$ cat config.mk
export PLATFORM = sky130hd
export DESIGN_NAME = shift_wb_queue_flat
export DESIGN_NICKNAME = d
export VERILOG_FILES = /design/src/rtl/shift_wb_queue_pkg.sv /design/src/rtl/shift_wb_queue_if.sv /design/src/rtl/shift_wb_queue_fifo.sv /design/src/rtl/shift_wb_queue.sv /design/src/flat_wrapper.sv
export SDC_FILE = /design/constraint.sdc
export NUM_CORES = 1
export LEC_CHECK = 0
export ABC_CLOCK_PERIOD_IN_PS = 3190
export CAP_MARGIN = 15
export CELL_PAD_IN_SITES_DETAIL_PLACEMENT = 1
export CELL_PAD_IN_SITES_GLOBAL_PLACEMENT = 1
export CORE_ASPECT_RATIO = 1.25
export CORE_UTILIZATION = 47
export DETAILED_ROUTE_END_ITERATION = 12
export PLACE_DENSITY = 0.77
export REMOVE_ABC_BUFFERS = 1
export SETUP_SLACK_MARGIN = 0.15
export SLEW_MARGIN = 25
export SYNTH_ARGS = -nofsm -noshare
export SYNTH_HDL_FRONTEND = slang
export SYNTH_HIERARCHICAL = 1
export SYNTH_SLANG_ARGS = --single-unit
$ cat constraint.sdc
create_clock -name CLK -period 3.19 [get_ports CLK]
set_clock_uncertainty 0.1 [all_clocks]
set_input_delay 0.7975 -clock CLK [delete_from_list [all_inputs] [get_ports CLK]]
set_output_delay 0.7975 -clock CLK [all_outputs]
set_load 0.1 [all_outputs]
$ cat src/rtl/shift_wb_queue_pkg.sv
// rtl/shift_wb_queue_pkg.sv - shared types and helpers for the shifter write-back queue
package shift_wb_pkg;

  // Result widths of the 64-bit shifter/field unit.
  localparam int WB_DW = 64;
  localparam int WB_AW = 5;

  // Bit positions inside the packed flag nibble {OVR,COUT,ZERO,SIGN}.
  localparam int FLAG_OVR  = 3;
  localparam int FLAG_COUT = 2;
  localparam int FLAG_ZERO = 1;
  localparam int FLAG_SIGN = 0;

  // One buffered shifter result.
  typedef struct packed {
    logic [WB_DW-1:0] data;
    logic [WB_AW-1:0] dst;
    logic [1:0]       size;
    logic [3:0]       flags;
  } wb_entry_t;

  // Byte enables covering the low 1/2/4/8 bytes of the operand.
  function automatic logic [7:0] size_to_be(input logic [1:0] size);
    logic [7:0] be;
    case (size)
      2'b00:   be = 8'h01;
      2'b01:   be = 8'h03;
      2'b10:   be = 8'h0F;
      default: be = 8'hFF;
    endcase
    return be;
  endfunction

endpackage

$ cat src/rtl/shift_wb_queue_if.sv
// rtl/shift_wb_queue_if.sv - shifter result / write-back port bundle
interface shift_wb_queue_if
  import shift_wb_pkg::*;
#(
  parameter int DEPTH = 4,
  parameter int DW    = WB_DW,
  parameter int AW    = WB_AW
);
  localparam int CW = $clog2(DEPTH) + 1;

  // Shifter side
  logic          ISSUE;
  logic          RDY;
  logic [DW-1:0] R;
  logic [AW-1:0] DSTo;
  logic [1:0]    SR;
  logic          OVR;
  logic          ZERO;
  logic          COUT;
  logic          SIGN;

  // Write-back side
  logic          WB_GNT;
  logic          WB_REQ;
  logic [DW-1:0] WB_DATA;
  logic [AW-1:0] WB_DST;
  logic [7:0]    WB_BE;
  logic [3:0]    WB_FLAGS;

  // Status
  logic          STALL;
  logic [CW-1:0] COUNT;
  logic          ERR;

  modport master (
    output ISSUE, RDY, R, DSTo, SR, OVR, ZERO, COUT, SIGN, WB_GNT,
    input  WB_REQ, WB_DATA, WB_DST, WB_BE, WB_FLAGS, STALL, COUNT, ERR
  );

  modport slave (
    input  ISSUE, RDY, R, DSTo, SR, OVR, ZERO, COUT, SIGN, WB_GNT,
    output WB_REQ, WB_DATA, WB_DST, WB_BE, WB_FLAGS, STALL, COUNT, ERR
  );

endinterface

$ cat src/rtl/shift_wb_queue_fifo.sv
// rtl/shift_wb_queue_fifo.sv - show-ahead FIFO of write-back entries
module wb_fifo
  import shift_wb_pkg::*;
#(
  parameter  int DEPTH = 4,
  localparam int PW    = $clog2(DEPTH),
  localparam int CW    = PW + 1
) (
  input  logic          clk,
  input  logic          rst_n,
  input  logic          push,
  input  wb_entry_t     wr_entry,
  input  logic          pop,
  output wb_entry_t     head,
  output logic [CW-1:0] count,
  output logic          full,
  output logic          empty
);

  wb_entry_t     mem [DEPTH];
  logic [PW-1:0] wr_ptr;
  logic [PW-1:0] rd_ptr;
  logic          do_push;
  logic          do_pop;

  assign empty = (count == '0);
  assign full  = (count == CW'(DEPTH));

  // A pop on an empty queue is meaningless; a push into a full queue only
  // lands when the head leaves in the same cycle.
  assign do_pop  = pop & ~empty;
  assign do_push = push & (~full | do_pop);

  assign head = mem[rd_ptr];

  // Pointer and occupancy bookkeeping; pointers wrap naturally at DEPTH.
  always_ff @(posedge clk or negedge rst_n) begin
    if (!rst_n) begin
      wr_ptr <= '0;
      rd_ptr <= '0;
      count  <= '0;
    end else begin
      if (do_push) wr_ptr <= wr_ptr + PW'(1);
      if (do_pop)  rd_ptr <= rd_ptr + PW'(1);
      case ({do_push, do_pop})
        2'b10:   count <= count + CW'(1);
        2'b01:   count <= count - CW'(1);
        default: count <= count;
      endcase
    end
  end

  // Entry storage; contents are don't-care until the count covers them.
  always_ff @(posedge clk) begin
    if (do_push) mem[wr_ptr] <= wr_entry;
  end

endmodule

$ cat src/rtl/shift_wb_queue.sv
// rtl/shift_wb_queue.sv - shifter result queue feeding the register-file write-back port
module shift_wb_queue
  import shift_wb_pkg::*;
#(
  parameter int DEPTH = 4,
  parameter int DW    = WB_DW,
  parameter int AW    = WB_AW
) (
  input  logic             CLK,
  input  logic             RESET,
  shift_wb_queue_if.slave  bus
);

  localparam int CW = $clog2(DEPTH) + 1;
  localparam logic [CW-1:0] INF_MAX = '1;

  wb_entry_t     wr_entry;
  wb_entry_t     head;
  logic [3:0]    flags_in;
  logic [CW-1:0] count;
  logic          full;
  logic          empty;
  logic          req;
  logic          pop_taken;
  logic          drop;

  logic [CW-1:0] inf;
  logic [CW-1:0] inf_nxt;
  logic          rdy_orphan;
  logic [CW:0]   occ;
  logic          err;

  logic [DW-1:0] wb_data;
  logic [AW-1:0] wb_dst;
  logic [7:0]    wb_be;
  logic [3:0]    wb_flags;

  // Pack the shifter flags into their fixed nibble positions.
  always_comb begin
    flags_in            = '0;
    flags_in[FLAG_OVR]  = bus.OVR;
    flags_in[FLAG_COUT] = bus.COUT;
    flags_in[FLAG_ZERO] = bus.ZERO;
    flags_in[FLAG_SIGN] = bus.SIGN;
  end

  assign wr_entry = '{data: bus.R, dst: bus.DSTo, size: bus.SR, flags: flags_in};

  wb_fifo #(.DEPTH(DEPTH)) u_fifo (
    .clk      (CLK),
    .rst_n    (RESET),
    .push     (bus.RDY),
    .wr_entry (wr_entry),
    .pop      (bus.WB_GNT),
    .head     (head),
    .count    (count),
    .full     (full),
    .empty    (empty)
  );

  assign req       = ~empty;
  assign pop_taken = req & bus.WB_GNT;
  // The shifter cannot be held off, so a result arriving at a full queue
  // with no departing head is lost.
  assign drop      = bus.RDY & full & ~pop_taken;

  // In-flight credit update; an unmatched RDY leaves the counter at zero.
  always_comb begin
    inf_nxt    = inf;
    rdy_orphan = 1'b0;
    case ({bus.ISSUE, bus.RDY})
      2'b10: begin
        if (inf != INF_MAX) inf_nxt = inf + CW'(1);
      end
      2'b01: begin
        if (inf == '0) rdy_orphan = 1'b1;
        else           inf_nxt    = inf - CW'(1);
      end
      default: inf_nxt = inf;
    endcase
  end

  // In-flight counter register.
  always_ff @(posedge CLK or negedge RESET) begin
    if (!RESET) inf <= '0;
    else        inf <= inf_nxt;
  end

  // Sticky protocol error: lost result or RDY with nothing outstanding.
  always_ff @(posedge CLK or negedge RESET) begin
    if (!RESET)                 err <= 1'b0;
    else if (drop | rdy_orphan) err <= 1'b1;
  end

  // Stall reserves a slot for every queued and every outstanding result;
  // deliberately ignores a pop in the current cycle.
  assign occ = {1'b0, count} + {1'b0, inf};

  // Head presentation, forced to zero while nothing is queued.
  always_comb begin
    wb_data  = '0;
    wb_dst   = '0;
    wb_be    = '0;
    wb_flags = '0;
    if (req) begin
      wb_data  = head.data;
      wb_dst   = head.dst;
      wb_be    = size_to_be(head.size);
      wb_flags = head.flags;
    end
  end

  assign bus.WB_REQ   = req;
  assign bus.WB_DATA  = wb_data;
  assign bus.WB_DST   = wb_dst;
  assign bus.WB_BE    = wb_be;
  assign bus.WB_FLAGS = wb_flags;
  assign bus.STALL    = (occ >= (CW+1)'(DEPTH));
  assign bus.COUNT    = count;
  assign bus.ERR      = err;

endmodule

$ cat src/flat_wrapper.sv
// flat-port wrapper written by rule: the top's interface ports become plain ports
module shift_wb_queue_flat import shift_wb_pkg::*;
#(
  parameter int DEPTH = 4,
  parameter int DW    = WB_DW,
  parameter int AW    = WB_AW
)
  (CLK, RESET, bus_ISSUE, bus_RDY, bus_R, bus_DSTo, bus_SR, bus_OVR, bus_ZERO, bus_COUT, bus_SIGN, bus_WB_GNT, bus_WB_REQ, bus_WB_DATA, bus_WB_DST, bus_WB_BE, bus_WB_FLAGS, bus_STALL, bus_COUNT, bus_ERR);
  shift_wb_queue_if #(.DEPTH(DEPTH), .DW(DW), .AW(AW)) bus_i ();
  input  logic CLK;
  input  logic RESET;
  input wire logic [$bits(bus_i.ISSUE)-1:0] bus_ISSUE;
  input wire logic [$bits(bus_i.RDY)-1:0] bus_RDY;
  input wire logic [$bits(bus_i.R)-1:0] bus_R;
  input wire logic [$bits(bus_i.DSTo)-1:0] bus_DSTo;
  input wire logic [$bits(bus_i.SR)-1:0] bus_SR;
  input wire logic [$bits(bus_i.OVR)-1:0] bus_OVR;
  input wire logic [$bits(bus_i.ZERO)-1:0] bus_ZERO;
  input wire logic [$bits(bus_i.COUT)-1:0] bus_COUT;
  input wire logic [$bits(bus_i.SIGN)-1:0] bus_SIGN;
  input wire logic [$bits(bus_i.WB_GNT)-1:0] bus_WB_GNT;
  output wire logic [$bits(bus_i.WB_REQ)-1:0] bus_WB_REQ;
  output wire logic [$bits(bus_i.WB_DATA)-1:0] bus_WB_DATA;
  output wire logic [$bits(bus_i.WB_DST)-1:0] bus_WB_DST;
  output wire logic [$bits(bus_i.WB_BE)-1:0] bus_WB_BE;
  output wire logic [$bits(bus_i.WB_FLAGS)-1:0] bus_WB_FLAGS;
  output wire logic [$bits(bus_i.STALL)-1:0] bus_STALL;
  output wire logic [$bits(bus_i.COUNT)-1:0] bus_COUNT;
  output wire logic [$bits(bus_i.ERR)-1:0] bus_ERR;
  assign bus_i.ISSUE = bus_ISSUE;
  assign bus_i.RDY = bus_RDY;
  assign bus_i.R = bus_R;
  assign bus_i.DSTo = bus_DSTo;
  assign bus_i.SR = bus_SR;
  assign bus_i.OVR = bus_OVR;
  assign bus_i.ZERO = bus_ZERO;
  assign bus_i.COUT = bus_COUT;
  assign bus_i.SIGN = bus_SIGN;
  assign bus_i.WB_GNT = bus_WB_GNT;
  assign bus_WB_REQ = bus_i.WB_REQ;
  assign bus_WB_DATA = bus_i.WB_DATA;
  assign bus_WB_DST = bus_i.WB_DST;
  assign bus_WB_BE = bus_i.WB_BE;
  assign bus_WB_FLAGS = bus_i.WB_FLAGS;
  assign bus_STALL = bus_i.STALL;
  assign bus_COUNT = bus_i.COUNT;
  assign bus_ERR = bus_i.ERR;
  shift_wb_queue #(.DEPTH(DEPTH), .DW(DW), .AW(AW)) u_core (.CLK(CLK), .RESET(RESET), .bus(bus_i));
endmodule
== After elaboration in Yosys (flattened, before gate mapping) ==
Memory sizes are Yosys's and may differ from the RTL's.
Index checks and enable logic that the tools add are counted.
Word-level totals
  flip-flop bits (word level): 11
  RAM bits: 300
  output and inout bits: 87
  memories: 1
Operators by class
  $add $sub $neg: 7
  magnitude comparators: 1
  equal/unequal tests: 10
  multiplexer cells: 13
  bitwise logic cells: 9
  reductions and logical operators: 6
Memory list
  u_core.u_fifo.mem: words 4, bits a word 75, rd ports 1, clocked after memory_dff 0, wr ports 1, line shift_wb_queue_fifo.sv:20  | wb_entry_t mem [DEPTH];
Operator list (number)
  64-bit two-way mux: 1
  8-bit one-hot mux with 3 select lines: 1
  3-bit one-hot mux with 2 select lines: 2
  8-bit two-way mux: 1
  3-bit by 1-bit adder with 3-bit output (second input constant): 2
  2-bit by 1-bit equality test with 1-bit output (second input constant): 3
  2-bit equality test (second input constant): 3
  3-bit zero test: 2
  3-bit two-way mux: 2
  3-bit by 1-bit subtractor with 3-bit output (second input constant): 2
  5-bit two-way mux: 1
  2-bit by 1-bit adder with 2-bit output (second input constant): 2
  3-bit by 3-bit adder with 4-bit output: 1
  1-bit bitwise AND: 4
  4-bit by 3-bit greater-or-equal comparator with 1-bit output (second input constant): 1
  1-bit two-way mux: 4
  4-bit two-way mux: 1
  2-bit nonzero test: 2
  3-bit equality test (second input constant): 1
  3-bit != test (second input constant): 1
  1-bit inverter: 3
  3-bit AND reduction: 1
  2-bit zero test: 1
  2-bit by 1-bit != test with 1-bit output (second input constant): 1
  2 further kinds: 3

== Logic depth before layout (Yosys ltp) ==
Gate-level depths: netlist of the first run.
  depth in word-level cells: 7
  depth in mapped cells: 9
  depth with buffers taken out: 9

== Modules after synthesis ==
The synthesis of the first run kept the hierarchy.
By module, submodules not included
  wb_fifo: times used 1, cells an instance 430, area an instance 11238.3 µm², seq. area each 9183.8 µm²
  shift_wb_queue: times used 1, cells an instance 128, area an instance 890.9 µm², seq. area each 100.1 µm²

== Worst setup path before layout of the first run ==
No wires, ideal clock.
  path kind: flip-flop to output port
  start point: reg u_core.u_fifo.count[0]
  end point: out bus_WB_BE[5]
  arrival: 4.046 ns
  slack: -1.753 ns
  cell stages (with the launch flop): 5
  buffers on the path: 1
  path through: dfrtp_1 nor3_1 nor2b_1 and2_1 buf_4
Between the ends
  word-level cells in the longest chain between the ends: 2
Ends and longest elaborated chain
  start, declared: line shift_wb_queue_fifo.sv:15  | output logic [CW-1:0] count,
  start signal, assigned: line shift_wb_queue_fifo.sv:46  | 2'b10: count <= count + CW'(1);
  start signal, assigned: line shift_wb_queue_fifo.sv:47  | 2'b01: count <= count - CW'(1);
  start signal, assigned: line shift_wb_queue_fifo.sv:48  | default: count <= count;
  3-bit zero test: line shift_wb_queue_fifo.sv:26  | assign empty = (count == '0);
  net u_core.empty: line shift_wb_queue.sv:22  | logic empty;
  8-bit two-way mux: line shift_wb_queue.sv:105  | if (req) begin
  end, declared: line flat_wrapper.sv:25  | output wire logic [$bits(bus_i.WB_BE)-1:0] bus_WB_BE;
The timed path passes the listed nets, and every way through them passes these cells.

==> reports/metrics.csv, run 1 <==
stage;metric;value;unit
timing;Final Slew Violations;0;
clock_network;CTS tree;done;
finish;filler instances;1948;
setup_path;Critical Path Most Common Cell;buf_12;
timing;Tcrit/Tclk final;0.9821;
setup_path;CP max FO;5;
yosys;#FFs+latches synth;311;
finish;layout cell share with drive strength beyond 1;0.4036;
die;Die Width;145.7;um
placed_design;placed cell count;1045;
die;Core ar.;0.02529;mm2
placed_design;RePlAce Congestion;0.7644;
timing;final number of setup-violating endpoints;0;
clock_network;CTS Root Cell;clkbuf_16;
route;DRC violations left;0;
route;final antenna-violating net count;0;
die;Die Y;181.6;um
yosys;syn avg cell area;21.74;um2
clock_network;worst skew pair latency;0.56;ns
clock_network;clk sinks;311;
clock_network;Clock Path Buffers;3;
clock_network;CTS Hold Bufs;0;
route;drt initial violations;384;
yosys;Cell Area, Synth;0.01213;mm2
finish;Post-Layout Cell Count;1124;
timing;Final Hold Fails;0;
setup_path;path length in cells of the critical path;5;
yosys;cell count after synthesis;558;
setup_path;worst path cell trace;buf_12, buf_12, mux4_2, and2_4, buf_12;
setup_path;max incr delay on CP;0.52;ns
route;vias;6159;
timing;min cycle time layout;3.133;ns
global_route;antenna violations before repair;2;
placed_design;Detailed Place HPWL;17300;um
die;Initial Utilization;0.4795;
global_route;first-pass GRT wire length;44920;um
timing;unrepaired setup endpoints after global routing;yes;
finish;Syn-to-layout area delta;41.07;%
clock_network;H-Tree Depth;1;
placed_design;Buffers on Ports;166;
die;# IOs;167;
setup_path;CP Launch Type;flip-flop;
route;Detailed Routing Iterations Pass 1;4;
global_route;global route overflow;0;
worst_hold_path;WHS Path Cells;1;
timing;achievable frequency;319.2;MHz
setup_path;cell family with most CP delay;multiplexers;
setup_path;crit path kind;reg -> out;
yosys;Seq/Total Area, Yosys;0.7654;
finish;fin nets;854;
yosys;count of cell types in the netlist;37;
route;Vias/cell;5.480;
die;Rows;65;
yosys;Ys Warns;6;
worst_hold_path;Hold Crit Class;reg -> reg;
setup_path;Buffers & Inverters on Critical Path;3;
route;drt total wl;29770;um
route;wire per inst;26.49;um
setup_path;CP Capture Type;primary output;
flow_run;Max-cap violations;0;
timing;Slew Limit Headroom;0.6347;
timing;setup_tns;0;ns
setup_path;worst reg2reg path depth;9;
setup_path;WP data arrival;2.24;ns
setup_path;Slowest-stage cell, CP;mux4_2;
global_route;largest net degree at the start of global routing;34;
global_route;overall global routing resource usage;0.2299;
clock_network;CTS Buf Count;31;
timing;worst-margin pin slew;0.5462;ns
die;full die area;0.02646;mm2
clock_network;clock-pin slew on the worst setup and hold paths;0.07;ns
global_route;vias in the first global route;7096;
outcome;outcome;finished clean;
finish;Post-Route Utilization;0.6765;
setup_path;CP required;2.29;ns
cell families after synthesis:
logic type,count (synthesis),synth area share
flops,311,0.7654
simple gates,97,0.04890
xor+xnor,7,0.005055
compound gates,11,0.007325
mux,77,0.1413
fa+ha+maj,11,0.01259
buf+inv,44,0.01939
what timing repair did:
| item | in CTS | in global routing |
|---|---|---|
| setup endpoints to repair | 82 | 81 |
| resized for setup | 113 | 29 |
| pin swaps | 2 | 0 |
| cloned | 9 | 1 |
| hold endpoints to repair | 0 | 0 |
| buffers inserted | 10 | 0 |
per-stage QoR:
step,worst slack [ns],hold slack [ns],cell area (um2)
4_1_cts,0.03845,0.4289,16970
2_1_floorplan,-8.170,0.4019,11940
6_report,0.05712,0.4224,17110
3_3_place_gp,0.3195,0.3918,15110
3_5_place_dp,0.2425,0.4063,15110
5_1_grt,-0.009981,0.4642,17110
state kept, by name (all words and copies together), names as in the netlist:
name                  cells
u_core/u_fifo/mem       300
u_core/u_fifo/count       3
u_core/inf                3
u_core/u_fifo/wr_ptr      2
u_core/bus.ERR            1
u_core/u_fifo/rd_ptr      2
cell type report:
| cell class | count | area, um2 | area share |
|---|---|---|---|
| diodes | 1 | 2.502 | 0.0001463 |
| well taps | 335 | 419.2 | 0.02450 |
| multi-input cells | 203 | 2997 | 0.1751 |
| flip-flops and latches | 311 | 9294 | 0.5432 |
| repair buffers | 203 | 3238 | 0.1893 |
| clock buffers | 35 | 790.8 | 0.04622 |
| clock inverters | 23 | 320.3 | 0.01872 |
| inverters | 13 | 48.80 | 0.002852 |
cells in the final DEF (no fill, tap or decap), drive strengths merged, types with 2 or more instances in the layout:
cell and count:
edfxtp 300, buf 113, clkdlybuf4s50 79, mux4 75, nor2b 75, clkbuf 45
inv 14, dfrtp 11, clkinv 11, ha 9, bufinv 8, and2 5
xor2 4, nor2 4, nor3 4, clkinvlp 3, nand2 3, xnor2 3
nand3 2, a21oi 2, o21ai 2, fa 2, o21a 2
per-layer routing:
layer	part of all wire	GRT usage	wire [um]
met1	0.38	0.2817	11240
met2	0.56	0.4283	16620
met3	0.045	0.03266	1330
met4	0.019	0.05347	572
met5	0.00040	0	12
worst paths after layout:
kind                                                      from                                   to  slack [ns]
max                        u_core/u_fifo/rd_ptr[0]$_DFFE_PN0P_                         bus_WB_BE[6]        0.06
min                                 u_core/bus.ERR$_DFFE_PN0P_           u_core/bus.ERR$_DFFE_PN0P_        0.42
max reg2reg                 u_core/u_fifo/count[2]$_DFFE_PN0P_   u_core/u_fifo/count[2]$_DFFE_PN0P_        0.54
min reg2reg                         u_core/bus.ERR$_DFFE_PN0P_           u_core/bus.ERR$_DFFE_PN0P_        0.42
max in group asynchronous                                RESET  u_core/u_fifo/rd_ptr[0]$_DFFE_PN0P_        2.08
min in group asynchronous                                RESET   u_core/u_fifo/count[0]$_DFFE_PN0P_        0.50
synthesized netlist by cell type:
library cell | number | area, um2
edfxtp_1 | 300 | 9009
mux4_2 | 75 | 1689
nor2b_1 | 74 | 462.9
buf_2 | 17 | 85.08
inv_1 | 12 | 45.04
dfrtp_1 | 11 | 275.3
ha_1 | 9 | 112.6
buf_4 | 7 | 52.55
and2_2 | 4 | 30.03
nor2_1 | 4 | 15.01
nor3_1 | 4 | 20.02
xor2_1 | 4 | 35.03
buf_6 | 3 | 33.78
nand2_1 | 3 | 11.26
xnor2_1 | 3 | 26.28
a21oi_1 | 2 | 10.01
buf_1 | 2 | 7.510
clkbuf_1 | 2 | 7.510
fa_1 | 2 | 40.04
nand3_1 | 2 | 10.01
o21ai_0 | 2 | 10.01
a221o_1 | 1 | 10.01
a22oi_1 | 1 | 7.510
a311o_1 | 1 | 10.01
a311oi_1 | 1 | 8.760
and2_1 | 1 | 6.260
inv_2 | 1 | 3.750
mux2_4 | 1 | 15.01
mux2i_1 | 1 | 10.01
nand3b_1 | 1 | 7.510
nand4_1 | 1 | 6.260
nor2b_2 | 1 | 8.760
o21a_1 | 1 | 7.510
o21a_4 | 1 | 15.01
o31a_2 | 1 | 10.01
or3_1 | 1 | 6.260
or3b_1 | 1 | 8.760
Power of run 1 is left out: the tool's default activity adds up to more than one toggle a clock period on the data nets, which glitch-free logic cannot reach.
==> run 2, diff against run 1 <==
--- a/config.mk
+++ b/config.mk
@@ -15,7 +15,7 @@
 export PLACE_DENSITY = 0.77
 export REMOVE_ABC_BUFFERS = 1
 export SETUP_SLACK_MARGIN = 0.15
-export SLEW_MARGIN = 25
+export SLEW_MARGIN = 0
 export SYNTH_ARGS = -nofsm -noshare
 export SYNTH_HDL_FRONTEND = slang
 export SYNTH_HIERARCHICAL = 1
==> results of run 2 <==
Same layout as run 1: the final DEF is identical, and so are final timing and power.
Power of run 2 is left out for the same reason.
